### src/rtl/mole_led_timer_if.sv
// Request/clear/status bundle between the RNG, the LED timer bank and the switch/score logic.
// With MOLE_MISS_CNT_EN defined the bundle also carries the saturating miss counter.
interface mole_led_timer_if #(
    parameter int unsigned NUM_LEDS = 18
);
    logic [1:0]          level;
    logic [4:0]          led_index;
    logic                led_request;
    logic [NUM_LEDS-1:0] hit_clear;
    logic [NUM_LEDS-1:0] led_on;
    logic [NUM_LEDS-1:0] expired;
    logic                req_drop;
    logic [5:0]          active_cnt;
`ifdef MOLE_MISS_CNT_EN
    logic [7:0]          miss_cnt;

    modport master (
        output level, led_index, led_request, hit_clear,
        input  led_on, expired, req_drop, active_cnt, miss_cnt
    );
    modport slave (
        input  level, led_index, led_request, hit_clear,
        output led_on, expired, req_drop, active_cnt, miss_cnt
    );
`else
    modport master (
        output level, led_index, led_request, hit_clear,
        input  led_on, expired, req_drop, active_cnt
    );
    modport slave (
        input  level, led_index, led_request, hit_clear,
        output led_on, expired, req_drop, active_cnt
    );
`endif
endinterface

### src/rtl/mole_led_timer.sv
// Per-LED lifetime timers for the whack-a-mole game: lights requested LEDs, clears on hit or timeout.
// Optional MOLE_MISS_CNT_EN adds a saturating count of timed-out LEDs (bus.miss_cnt).
module mole_led_timer #(
    parameter int unsigned NUM_LEDS   = 18,
    parameter int unsigned TICK_DIV   = 50000,
    parameter int unsigned LIFE_EASY  = 200,
    parameter int unsigned LIFE_MED   = 100,
    parameter int unsigned LIFE_HARD  = 50,
    parameter int unsigned MAX_ACTIVE = 4
) (
    input logic              clk,
    input logic              rst,
    mole_led_timer_if.slave  bus
);
    localparam int unsigned PW = $clog2(TICK_DIV);

    logic [PW-1:0]       presc_q, presc_d;
    logic [NUM_LEDS-1:0] led_on_q, led_on_d;
    logic [NUM_LEDS-1:0] expired_q, expired_d;
    logic [7:0]          timer_q [NUM_LEDS];
    logic [7:0]          timer_d [NUM_LEDS];
    logic                req_drop_q, req_drop_d;
    logic [5:0]          active_cnt_q, active_cnt_d;
    logic                tick;
    logic                idx_ok, idx_lit, accept;
    logic [7:0]          life;

    assign tick = (presc_q == PW'(TICK_DIV - 1));

    always_comb begin
        unique case (bus.level)
            2'd0:    life = 8'(LIFE_EASY);
            2'd1:    life = 8'(LIFE_MED);
            default: life = 8'(LIFE_HARD);
        endcase
    end

    // Acceptance looks only at pre-update state, so a lit LED being cleared this cycle still drops.
    always_comb begin
        idx_ok  = 1'b0;
        idx_lit = 1'b0;
        for (int i = 0; i < int'(NUM_LEDS); i++) begin
            if (bus.led_index == 5'(i)) begin
                idx_ok  = 1'b1;
                idx_lit = led_on_q[i];
            end
        end
        accept = bus.led_request && idx_ok && !idx_lit
                 && ({26'd0, active_cnt_q} < MAX_ACTIVE);
    end

    always_comb begin
        presc_d    = tick ? '0 : presc_q + PW'(1);
        led_on_d   = led_on_q;
        timer_d    = timer_q;
        expired_d  = '0;
        req_drop_d = bus.led_request && !accept;
        for (int i = 0; i < int'(NUM_LEDS); i++) begin
            if (led_on_q[i]) begin
                if (bus.hit_clear[i]) begin
                    led_on_d[i] = 1'b0;
                    timer_d[i]  = '0;
                end else if (tick) begin
                    if (timer_q[i] <= 8'd1) begin
                        led_on_d[i]  = 1'b0;
                        timer_d[i]   = '0;
                        expired_d[i] = 1'b1;
                    end else begin
                        timer_d[i] = timer_q[i] - 8'd1;
                    end
                end
            end else if (accept && bus.led_index == 5'(i)) begin
                led_on_d[i] = 1'b1;
                timer_d[i]  = life;
            end
        end
        active_cnt_d = '0;
        for (int i = 0; i < int'(NUM_LEDS); i++) begin
            active_cnt_d = active_cnt_d + {5'd0, led_on_d[i]};
        end
    end

    always_ff @(posedge clk) begin
        if (rst) begin
            presc_q      <= '0;
            led_on_q     <= '0;
            expired_q    <= '0;
            req_drop_q   <= 1'b0;
            active_cnt_q <= '0;
            for (int i = 0; i < int'(NUM_LEDS); i++) begin
                timer_q[i] <= '0;
            end
        end else begin
            presc_q      <= presc_d;
            led_on_q     <= led_on_d;
            expired_q    <= expired_d;
            req_drop_q   <= req_drop_d;
            active_cnt_q <= active_cnt_d;
            timer_q      <= timer_d;
        end
    end

    assign bus.led_on     = led_on_q;
    assign bus.expired    = expired_q;
    assign bus.req_drop   = req_drop_q;
    assign bus.active_cnt = active_cnt_q;

`ifdef MOLE_MISS_CNT_EN
    logic [7:0] miss_cnt_q, miss_cnt_d;
    logic [5:0] exp_pop;
    logic [8:0] miss_sum;

    always_comb begin
        exp_pop = '0;
        for (int i = 0; i < int'(NUM_LEDS); i++) begin
            exp_pop = exp_pop + {5'd0, expired_d[i]};
        end
        miss_sum   = {1'b0, miss_cnt_q} + {3'd0, exp_pop};
        miss_cnt_d = miss_sum[8] ? 8'hff : miss_sum[7:0];
    end

    always_ff @(posedge clk) begin
        if (rst) begin
            miss_cnt_q <= '0;
        end else begin
            miss_cnt_q <= miss_cnt_d;
        end
    end

    assign bus.miss_cnt = miss_cnt_q;
`endif
endmodule

### src/flat_wrapper.sv
// flat-port wrapper written by rule: the top's interface ports become plain ports
module mole_led_timer_flat 
#(
    parameter int unsigned NUM_LEDS   = 18,
    parameter int unsigned TICK_DIV   = 50000,
    parameter int unsigned LIFE_EASY  = 200,
    parameter int unsigned LIFE_MED   = 100,
    parameter int unsigned LIFE_HARD  = 50,
    parameter int unsigned MAX_ACTIVE = 4
)
  (clk, rst, bus_level, bus_led_index, bus_led_request, bus_hit_clear, bus_led_on, bus_expired, bus_req_drop, bus_active_cnt);
  mole_led_timer_if #(.NUM_LEDS(NUM_LEDS)) bus_i ();
  input logic clk;
  input logic rst;
  input wire logic [$bits(bus_i.level)-1:0] bus_level;
  input wire logic [$bits(bus_i.led_index)-1:0] bus_led_index;
  input wire logic [$bits(bus_i.led_request)-1:0] bus_led_request;
  input wire logic [$bits(bus_i.hit_clear)-1:0] bus_hit_clear;
  output wire logic [$bits(bus_i.led_on)-1:0] bus_led_on;
  output wire logic [$bits(bus_i.expired)-1:0] bus_expired;
  output wire logic [$bits(bus_i.req_drop)-1:0] bus_req_drop;
  output wire logic [$bits(bus_i.active_cnt)-1:0] bus_active_cnt;
  assign bus_i.level = bus_level;
  assign bus_i.led_index = bus_led_index;
  assign bus_i.led_request = bus_led_request;
  assign bus_i.hit_clear = bus_hit_clear;
  assign bus_led_on = bus_i.led_on;
  assign bus_expired = bus_i.expired;
  assign bus_req_drop = bus_i.req_drop;
  assign bus_active_cnt = bus_i.active_cnt;
  mole_led_timer #(.NUM_LEDS(NUM_LEDS), .TICK_DIV(TICK_DIV), .LIFE_EASY(LIFE_EASY), .LIFE_MED(LIFE_MED), .LIFE_HARD(LIFE_HARD), .MAX_ACTIVE(MAX_ACTIVE)) u_core (.clk(clk), .rst(rst), .bus(bus_i));
endmodule
### config.mk
export PLATFORM = sky130hd
export DESIGN_NAME = mole_led_timer_flat
export DESIGN_NICKNAME = d
export VERILOG_FILES = /design/src/rtl/mole_led_timer_if.sv /design/src/rtl/mole_led_timer.sv /design/src/flat_wrapper.sv
export SDC_FILE = /design/constraint.sdc
export NUM_CORES = 1
export LEC_CHECK = 0
export CORE_ASPECT_RATIO = 0.5
export CORE_MARGIN = 5
export CORE_UTILIZATION = 44
export DETAILED_ROUTE_END_ITERATION = 12
export GPL_TIMING_DRIVEN = 0
export MAX_ROUTING_LAYER = met4
export PLACE_DENSITY = 0.67
export SLEW_MARGIN = 0
export SYNTH_ARGS = -nofsm -noshare
export SYNTH_HDL_FRONTEND = slang
export SYNTH_SLANG_ARGS = --single-unit
### constraint.sdc
create_clock -name clk -period 18.8 [get_ports clk]
set_input_delay 3.76 -clock clk [delete_from_list [all_inputs] [get_ports clk]]
set_output_delay 3.76 -clock clk [all_outputs]
set_load 0.01 [all_outputs]
# --- Yosys cells after proc, flatten, opt, wreduce, memory -nomap -nowiden ---
# Index checks and enable logic that the tools add are counted.
word_totals:
  regBits: 203
  in_bits: 28
  output_inout_bits: 43
classes:
  addsub: 36
  n_lt_le_gt_ge: 19
  eq_ne: 37
  muxes: 235
  bitwise_logic: 19
  n_reduce_logical: 81
ops:
  columns: ["operator", "count"]
  rows:
  - ["$mux W8", 90]
  - ["$le A8 B1 Y1 const B", 18]
  - ["$mux W1", 144]
  - ["$sub A8 B1 Y8 const B", 18]
  - ["$add A6 B1 Y6", 16]
  - ["$reduce_or A4 Y1", 18]
  - ["$ne A3 B3 Y1 const B", 18]
  - ["$eq A5 B4 Y1 const B", 8]
  - ["$reduce_and A2 Y1", 18]
  - ["$reduce_bool A2 Y1", 18]
  - ["$logic_and A1 B1 Y1", 22]
  - ["$eq A5 B3 Y1 const B", 4]
  - ["$not A1 Y1", 19]
  - ["$add A16 B1 Y16 const B", 1]
  - ["$eq A16 B16 Y1 const B", 1]
  - ["$pmux W8 S2", 1]
  - ["$eq A5 B2 Y1 const B", 2]
  - ["$eq A5 B5 Y1 const B", 2]
  - ["$lt A6 B3 Y1 const B", 1]
  - ["$eq A5 B1 Y1 const B", 1]
  - ["$logic_not A5 Y1", 1]
  - ["$add A1 B1 Y2", 1]
  - ["$eq A2 B1 Y1 const B", 1]
  - ["$logic_not A1 Y1", 2]
  - ["2 further kinds", 2]

# --- Logic depth before layout (Yosys ltp) ---
# Gate-level depths: netlist of run 1.
depth:
  ltp_word: 42
  depth_mapped: 22
  mapped_depth_nobuf: 19

# --- Least setup slack after synthesis of run 1 ---
# No wires, ideal clock.
synth_timing:
  path_type: "in2reg"
  start: "input port bus_led_index[3]"
  end: "register u_core.active_cnt_q[2] (netlist: u_core.bus.active_cnt[2])"
  arrival_ns: 8.983
  t_required_ns: 18.672
  path_slack_ns: 9.689
  stages: 19
  path_cell_list: "buf_6 > or3b_1 > nor3_1 > o221a_2 > nand2_4 > buf_6 > or4_1 > nand2_1 > ha_1 > fa_1 > fa_1 > inv_1 > fa_1 > inv_1 > fa_1 > fa_1 > fa_1 > xnor2_1 > nor2_1"
synth_between:
  elab_chain_len: 42
synth_rtl:
  columns: ["element", "line", "source"]
  rows:
  - ["start: declaration", "flat_wrapper.sv:16", "input wire logic [$bits(bus_i.led_index)-1:0] bus_led_index;"]
  - ["$logic_not A5 Y1", "mole_led_timer.sv:43, mole_led_timer.sv:72", null]
  - ["$mux W1 (18 in a row)", "mole_led_timer.sv:43", "if (bus.led_index == 5'(i)) begin"]
  - ["$logic_and A1 B1 Y1 / $logic_not A1 Y1 (equally long branches)", "mole_led_timer.sv:48", "accept = bus.led_request && idx_ok && !idx_lit"]
  - ["$logic_and A1 B1 Y1", "mole_led_timer.sv:48", null]
  - ["$logic_and A1 B1 Y1", "mole_led_timer.sv:49", "&& ({26'd0, active_cnt_q} < MAX_ACTIVE);"]
  - ["$logic_and A1 B1 Y1 *", "mole_led_timer.sv:72", "end else if (accept && bus.led_index == 5'(i)) begin"]
  - ["$mux W1 *", "mole_led_timer.sv:72", null]
  - ["$mux W1 *", "mole_led_timer.sv:59", "if (led_on_q[i]) begin"]
  - ["named net u_core.led_on_d[0]", "mole_led_timer.sv:18", "logic [NUM_LEDS-1:0] led_on_q, led_on_d;"]
  - ["$add A1 B1 Y2 *", "mole_led_timer.sv:79", "active_cnt_d = active_cnt_d + {5'd0, led_on_d[i]};"]
  - ["$add A6 B1 Y6 * (16 in a row)", "mole_led_timer.sv:79", null]
  - ["end signal: assignment", "mole_led_timer.sv:98", "active_cnt_q <= active_cnt_d;"]
  - ["end: declaration", "mole_led_timer.sv:23", "logic [5:0] active_cnt_q, active_cnt_d;"]
# Mark *: on every way through the listed nets, which the timed path passes. The rest lies on a longest branch.
# A chain may end at the register's enable or synchronous reset.

# --- Worst setup path in the final report of run 1 ---
layout_timing:
  start: "input port bus_led_index[1]"
  end: "register u_core.active_cnt_q[1] (netlist: u_core.bus.active_cnt[1])"
layout_between:
  elab_chain_len: 42
layout_rtl:
  columns: ["element", "line"]
  rows:
  - ["$logic_not A5 Y1", "mole_led_timer.sv:43"]
  - ["$mux W1 (18 in a row)", "mole_led_timer.sv:43"]
  - ["$logic_and A1 B1 Y1 / $logic_not A1 Y1 (equally long branches)", "mole_led_timer.sv:48"]
  - ["$logic_and A1 B1 Y1", "mole_led_timer.sv:48"]
  - ["$logic_and A1 B1 Y1", "mole_led_timer.sv:49"]
  - ["$logic_and A1 B1 Y1 *", "mole_led_timer.sv:72"]
  - ["$mux W1 *", "mole_led_timer.sv:72"]
  - ["$mux W1 *", "mole_led_timer.sv:59"]
  - ["named net u_core.led_on_d[1]", "mole_led_timer.sv:18"]
  - ["$add A1 B1 Y2 *", "mole_led_timer.sv:79"]
  - ["$add A6 B1 Y6 * (16 in a row)", "mole_led_timer.sv:79"]
  - ["named net u_core.active_cnt_d[1]", "mole_led_timer.sv:23"]
# Marks and branches as above.

==> impl_metrics.json, run 1 <==
{
  "fin_area_sq_um": 13800,
  "post_cts_buffers": 0,
  "period_share_pct": 51.9,
  "placed_cell_area_sq_um": 13100,
  "p_per_area_nw_per_um2": 67.8,
  "synth_area_leaders": "dfxtp_1 34%, nor2_1 4.6%, a21oi_1 4.5%",
  "max-cap-violations": 0,
  "cp.arrival_ps": 10170,
  "die_width_um": 244,
  "ys.flop_type": "dfxtp_1",
  "drv_slew": 0,
  "cts_tree": "done",
  "grt_start_max_net_pins": 16,
  "cts_num_sinks": 202,
  "pre_cts_ws_ps": 8590,
  "synth-edff-count": 0,
  "setup_violations": 0,
  "netlist_area_sq_um": 12000,
  "seq_area_frac_synth_pct": 33.6,
  "cp-start-kind": "input port",
  "first_global_vias": 10964,
  "postRouteAntennaNets": 0,
  "die_h_um": 127,
  "layout.area.seq_sq_um": 4040,
  "dr.pass1.iters": 6,
  "ys_ff_latch": 202,
  "dp.final_hpwl_um": 28500,
  "fmax_mhz": 103,
  "synth_top_area_share_pct": 33.6,
  "cts_hold_buf": 0,
  "areaGrowthSynthToFinish_pct": 14.7,
  "antenna_found_initial": 0,
  "final_hold_viol_count": 0,
  "clk_path_buf_depth": 3,
  "clock_skew_ps": 8.14,
  "slew_headroom_pct": 7.31,
  "drive_above_1_share_pct": 5.66,
  "synthTopCellsByCount": "202 x dfxtp_1, 148 x nor2_1, 120 x nand2_1",
  "antennaDiodeCount": 0,
  "grt_use_total_pct": 25.0,
  "vias": 11924,
  "num_rows": 42,
  "gp_congestion": 0.971,
  "setup-tns-final_ps": 0,
  "syn_avg_cell_area_sq_um": 8.07,
  "critPathMaxFanout": 10,
  "port-buffer-count": 66,
  "rsz0062_at_grt": "no",
  "synthArstFlopShare_pct": 0,
  "wl_per_cell_um": 20.4,
  "yosys.area.top_type": "dfxtp_1",
  "numCtsBuffers": 21,
  "multi_input_area_sq_um": 7300,
  "fin_nets": 1660,
  "num-fill-cells": 2476,
  "worstPathRequired_ps": 19210,
  "p_leak_nw": 5.76,
  "syn_inst": 1489,
  "io_pins": 71,
  "crit_path_end_kind": "register",
  "drtIter0Drc": 1174,
  "via_per_inst": 6.14,
  "core_sq_um": 26600,
  "ir_drop_v": 0.0000429,
  "layout_setup_ws_ps": 9050,
  "cts_max_level": 1,
  "grt_pass1_wl_um": 60800,
  "outcome": "completed",
  "dieArea_sq_um": 30900,
  "synth_nets": 1571,
  "hold_class": "reg -> reg",
  "yosys_warnings": 0,
  "drc": 0,
  "ctsRootBufferMaster": "clkbuf_16",
  "synth.most_common_cell": "dfxtp_1",
  "cts_resized": 0,
  "overflow": 0,
  "min_period_ps": 9750,
  "path_clk_slew_ps": 70,
  "setup.worst_path.class": "in -> reg",
  "wl_um": 39700,
  "max_slew.worst_pin.slew_ps": 1390,
  "clock_latency_ps": 510,
  "start_util_pct": 45.1,
  "synth_cell_type_count": 74
}
==> through the flow <==
| step | hold WS, ps | total power (W) | util [%] | std cells |
|---|---|---|---|---|
| 6_report | 459 | 0.000935 | 51.8 | 1943 |
| 5_1_grt | 485 | 0.000965 | 51.8 | 1943 |
| 4_1_cts | 460 | 0.000940 | 51.8 | 1943 |
| 3_5_place_dp | 447 | 0.000520 | 49.2 | 1907 |
| 3_3_place_gp | 428 | 0.000519 | 49.2 | 1907 |
| 2_1_floorplan | 413 | 0.000489 | - | 1489 |
==> logic make-up (layout without fill, tap and decap cells) <==
kind of cell	count (synthesis)	after routing	share of synthesized area, %
flip-flops	202	202	33.6
AND/OR/NAND/NOR	545	545	22.5
AO/OA/AOI/OAI	436	436	25.1
adder cells (fa/ha/maj)	54	54	6.37
buffers and inverters	164	266	5.59
multiplexers	19	19	1.83
other	1	1	0.0312
XOR/XNOR	68	68	4.96
==> sequential cells by signal, indices dropped and copies added (netlist names) <==
| name | flops |
|---|---|
| u_core.timer_q | 144 |
| u_core.presc_q | 16 |
| u_core.bus.active_cnt | 5 |
| u_core.bus.led_on | 18 |
| u_core.bus.expired | 18 |
| u_core.bus.req_drop | 1 |
==> layer usage <==
metal	track usage [%]	routed length (um)	vias to the layer above
li1	-	-	5552
met1	33.3	17100	5730
met2	39.2	17700	538
met3	3.99	3450	104
met4	8.52	1520	0
met5	-	0	-
==> final cells by class <==
class	count	area share (%)
buffer	99	3.10
timing repair buffer	66	4.79
inverter	65	1.77
tap	352	3.19
sequential	202	29.3
clock buffer	29	4.17
multi-input combinational	1123	53.0
clock inverter	7	0.690
==> path summary, 6_finish.rpt <==
kind                                startpoint                                   to  slack [ps]  depth (start not counted)
hold / removal    u_core.presc_q[0]$_SDFF_PP0_         u_core.presc_q[0]$_SDFF_PP0_         460                          1
setup reg to reg  u_core.presc_q[0]$_SDFF_PP0_  u_core.bus.active_cnt[1]$_SDFF_PP0_       11860                         18
hold reg to reg   u_core.presc_q[0]$_SDFF_PP0_         u_core.presc_q[0]$_SDFF_PP0_         460                          1
setup / recovery              bus_led_index[1]  u_core.bus.active_cnt[1]$_SDFF_PP0_        9050                         19
==> critical path, stage by stage <==
cell             delay [ps]
clkdlybuf4s50_1         520
buf_6                   200
a2111oi_0               520
o221a_2                 450
nand2_4                 100
buf_6                   160
nor2_1                  490
nand3_1                 170
nand2_1                 120
ha_1                    260
fa_1                    510
fa_1                    540
inv_1                    50
fa_1                    530
inv_1                    50
fa_1                    500
fa_1                    480
fa_1                    510
nor2b_1                 220
==> power by group <==
group          leakage (nW)  internal (W)  switching [W]
Sequential             1.63      0.000431     0.00000324
Clock                 0.313      0.000242       0.000181
Combinational          3.82     0.0000269      0.0000515
==> cell usage in the layout, fill, tap and decap left out, types with 38 or more instances in the layout <==
cell type,instances
a21oi_1,108
clkdlybuf4s50_1,66
clkbuf_1,79
dfxtp_1,202
nand2_1,120
inv_1,65
o221ai_1,47
o211a_1,45
xnor2_1,50
nand2b_1,38
nor3_1,96
o21ai_0,97
ha_1,42
nor2_1,148
No activity file was read; power rests on OpenSTA's default activity.
==> run 2, diff against run 1 <==
- PLACE_DENSITY: 0.67 -> 0.69
- clock period: 18.8 -> 8.2 ns (I/O delays scaled with it)
==> impl_metrics.json, run 2 (synthesis results as in run 1) <==
{
  "outcome": "completed",
  "final_common_cell": "dfxtp_1",
  "grt_pass1_wl_um": 62500,
  "reg2reg_slack_ps": 1060,
  "dr.pass1.iters": 6,
  "die_h_um": 127,
  "drv_slew": 0,
  "crit_path_end_kind": "register",
  "drive_above_1_share_pct": 5.85,
  "wl_per_cell_um": 20.7,
  "overflow": 0,
  "rsz0062_at_grt": "no",
  "grt_use_total_pct": 25.7,
  "layout_setup_ws_ps": 582,
  "die_width_um": 244,
  "cts_resized": 0,
  "cts_hold_buf": 0,
  "worstPathRequired_ps": 8570,
  "largest_reg_flops": 144,
  "via_per_inst": 6.17,
  "dp.final_hpwl_um": 28600,
  "postRouteAntennaNets": 0,
  "hp-start": "u_core.presc_q[0]$_SDFF_PP0_",
  "ir_drop_v": 0.000144,
  "layout.cells.non_filler": 1943,
  "drc": 0,
  "min_path_cells": 1,
  "final_cell_mix": "202 x dfxtp_1, 148 x nor2_1, 120 x nand2_1",
  "cp-start-kind": "input port",
  "hold_class": "reg -> reg",
  "clock_latency_ps": 520,
  "vias": 11985,
  "critPathMaxFanout": 10,
  "setup-tns-final_ps": 0,
  "core_sq_um": 26600,
  "port-buffer-count": 66,
  "cts_tree": "done",
  "p_leak_nw": 5.78,
  "min_period_ps": 7620,
  "post_cts_buffers": 0,
  "gp_congestion": 0.968,
  "slew_headroom_pct": 6.12,
  "max-cap-violations": 0,
  "fin_nets": 1660,
  "cts_max_level": 1,
  "path_clk_slew_ps": 60,
  "setup.worst_path.class": "in -> reg",
  "cts_num_sinks": 202,
  "ctsRootBufferMaster": "clkbuf_16",
  "regMostFlops": "u_core.timer_q",
  "period_share_pct": 92.9,
  "ff2ff_path_depth": 19,
  "areaGrowthSynthToFinish_pct": 14.8,
  "drtIter0Drc": 1319,
  "io_pins": 71,
  "clock_skew_ps": 15.5,
  "dieArea_sq_um": 30900,
  "dp.cells": 1907,
  "start_util_pct": 45.1,
  "rr_endpoint": "u_core.bus.active_cnt[2]$_SDFF_PP0_",
  "wl_um": 40300,
  "num_rows": 42,
  "setup_violations": 0,
  "pre_cts_ws_ps": 117,
  "final_hold_viol_count": 0,
  "grt_start_max_net_pins": 15,
  "antenna_found_initial": 0,
  "p_per_area_nw_per_um2": 157,
  "antennaDiodeCount": 0,
  "numCtsBuffers": 21,
  "cp.arrival_ps": 7990,
  "reg2reg_from": "u_core.presc_q[0]$_SDFF_PP0_",
  "clk_path_buf_depth": 3,
  "first_global_vias": 11191,
  "hold_end": "u_core.presc_q[0]$_SDFF_PP0_",
  "fmax_mhz": 131,
  "max_slew.worst_pin.slew_ps": 1400
}
## run 2: worst max-delay path: stages
cell,delay [ps]
clkdlybuf4s50_1,520
buf_6,200
a2111oi_0,560
o221a_2,440
nand2_4,100
buf_6,170
or4_1,590
nand2_1,130
ha_1,250
fa_1,510
fa_1,540
inv_1,50
fa_1,540
inv_1,60
fa_1,500
fa_1,470
fa_1,430
xnor2_1,180
nor2_1,60
## run 2: report_power, final
group          internal [W]  switching, W  total, W
logic             0.0000617      0.000119  0.000181
registers          0.000989    0.00000738  0.000996
clock network      0.000566      0.000424  0.000989
## run 2: worst max-delay path by stage
stage / start / to / slack, ps / depth (start not counted)
2_1_floorplan: bus_led_index[3] / u_core.bus.active_cnt[2]$_SDFF_PP0_ / 1210 / 19
3_3_place_gp: bus_led_index[0] / u_core.bus.active_cnt[1]$_SDFF_PP0_ / 90 / 18
3_5_place_dp: bus_led_index[1] / u_core.bus.active_cnt[1]$_SDFF_PP0_ / 120 / 18
4_1_cts: bus_led_index[0] / u_core.bus.active_cnt[2]$_SDFF_PP0_ / 610 / 19
5_1_grt: bus_led_index[0] / u_core.bus.active_cnt[4]$_SDFF_PP0_ / 370 / 21
6_report: bus_led_index[1] / u_core.bus.active_cnt[2]$_SDFF_PP0_ / 580 / 19
## run 2: layout make-up
type	instances	area, sq um
clock buffers	24	537
clock inverters	12	145
repair buffers	66	661
fillers	2472	12800
inverters	65	244
multi-input cells	1123	7300
flip-flops and latches	202	4040
plain buffers	99	428
well taps	352	440
## run 2: metrics by stage
stage | utilization, % | hold slack (ps) | cell area [sq um] | power [W]
after global routing | 51.8 | 461 | 13800 | 0.00223
after floorplan | - | 413 | 12000 | 0.00112
after global placement | 49.2 | 426 | 13100 | 0.00119
after CTS | 51.8 | 449 | 13800 | 0.00217
after detailed placement | 49.2 | 434 | 13100 | 0.00119
final | 51.8 | 446 | 13800 | 0.00217
## run 2: metal layers
layer  GRT usage (%)  part of all wire, %  wire, um
met1            34.4                   43     17400
met4            7.33                  3.3      1330
met3            4.81                  9.3      3740
met5               -                    0         0
met2            40.2                   44     17800
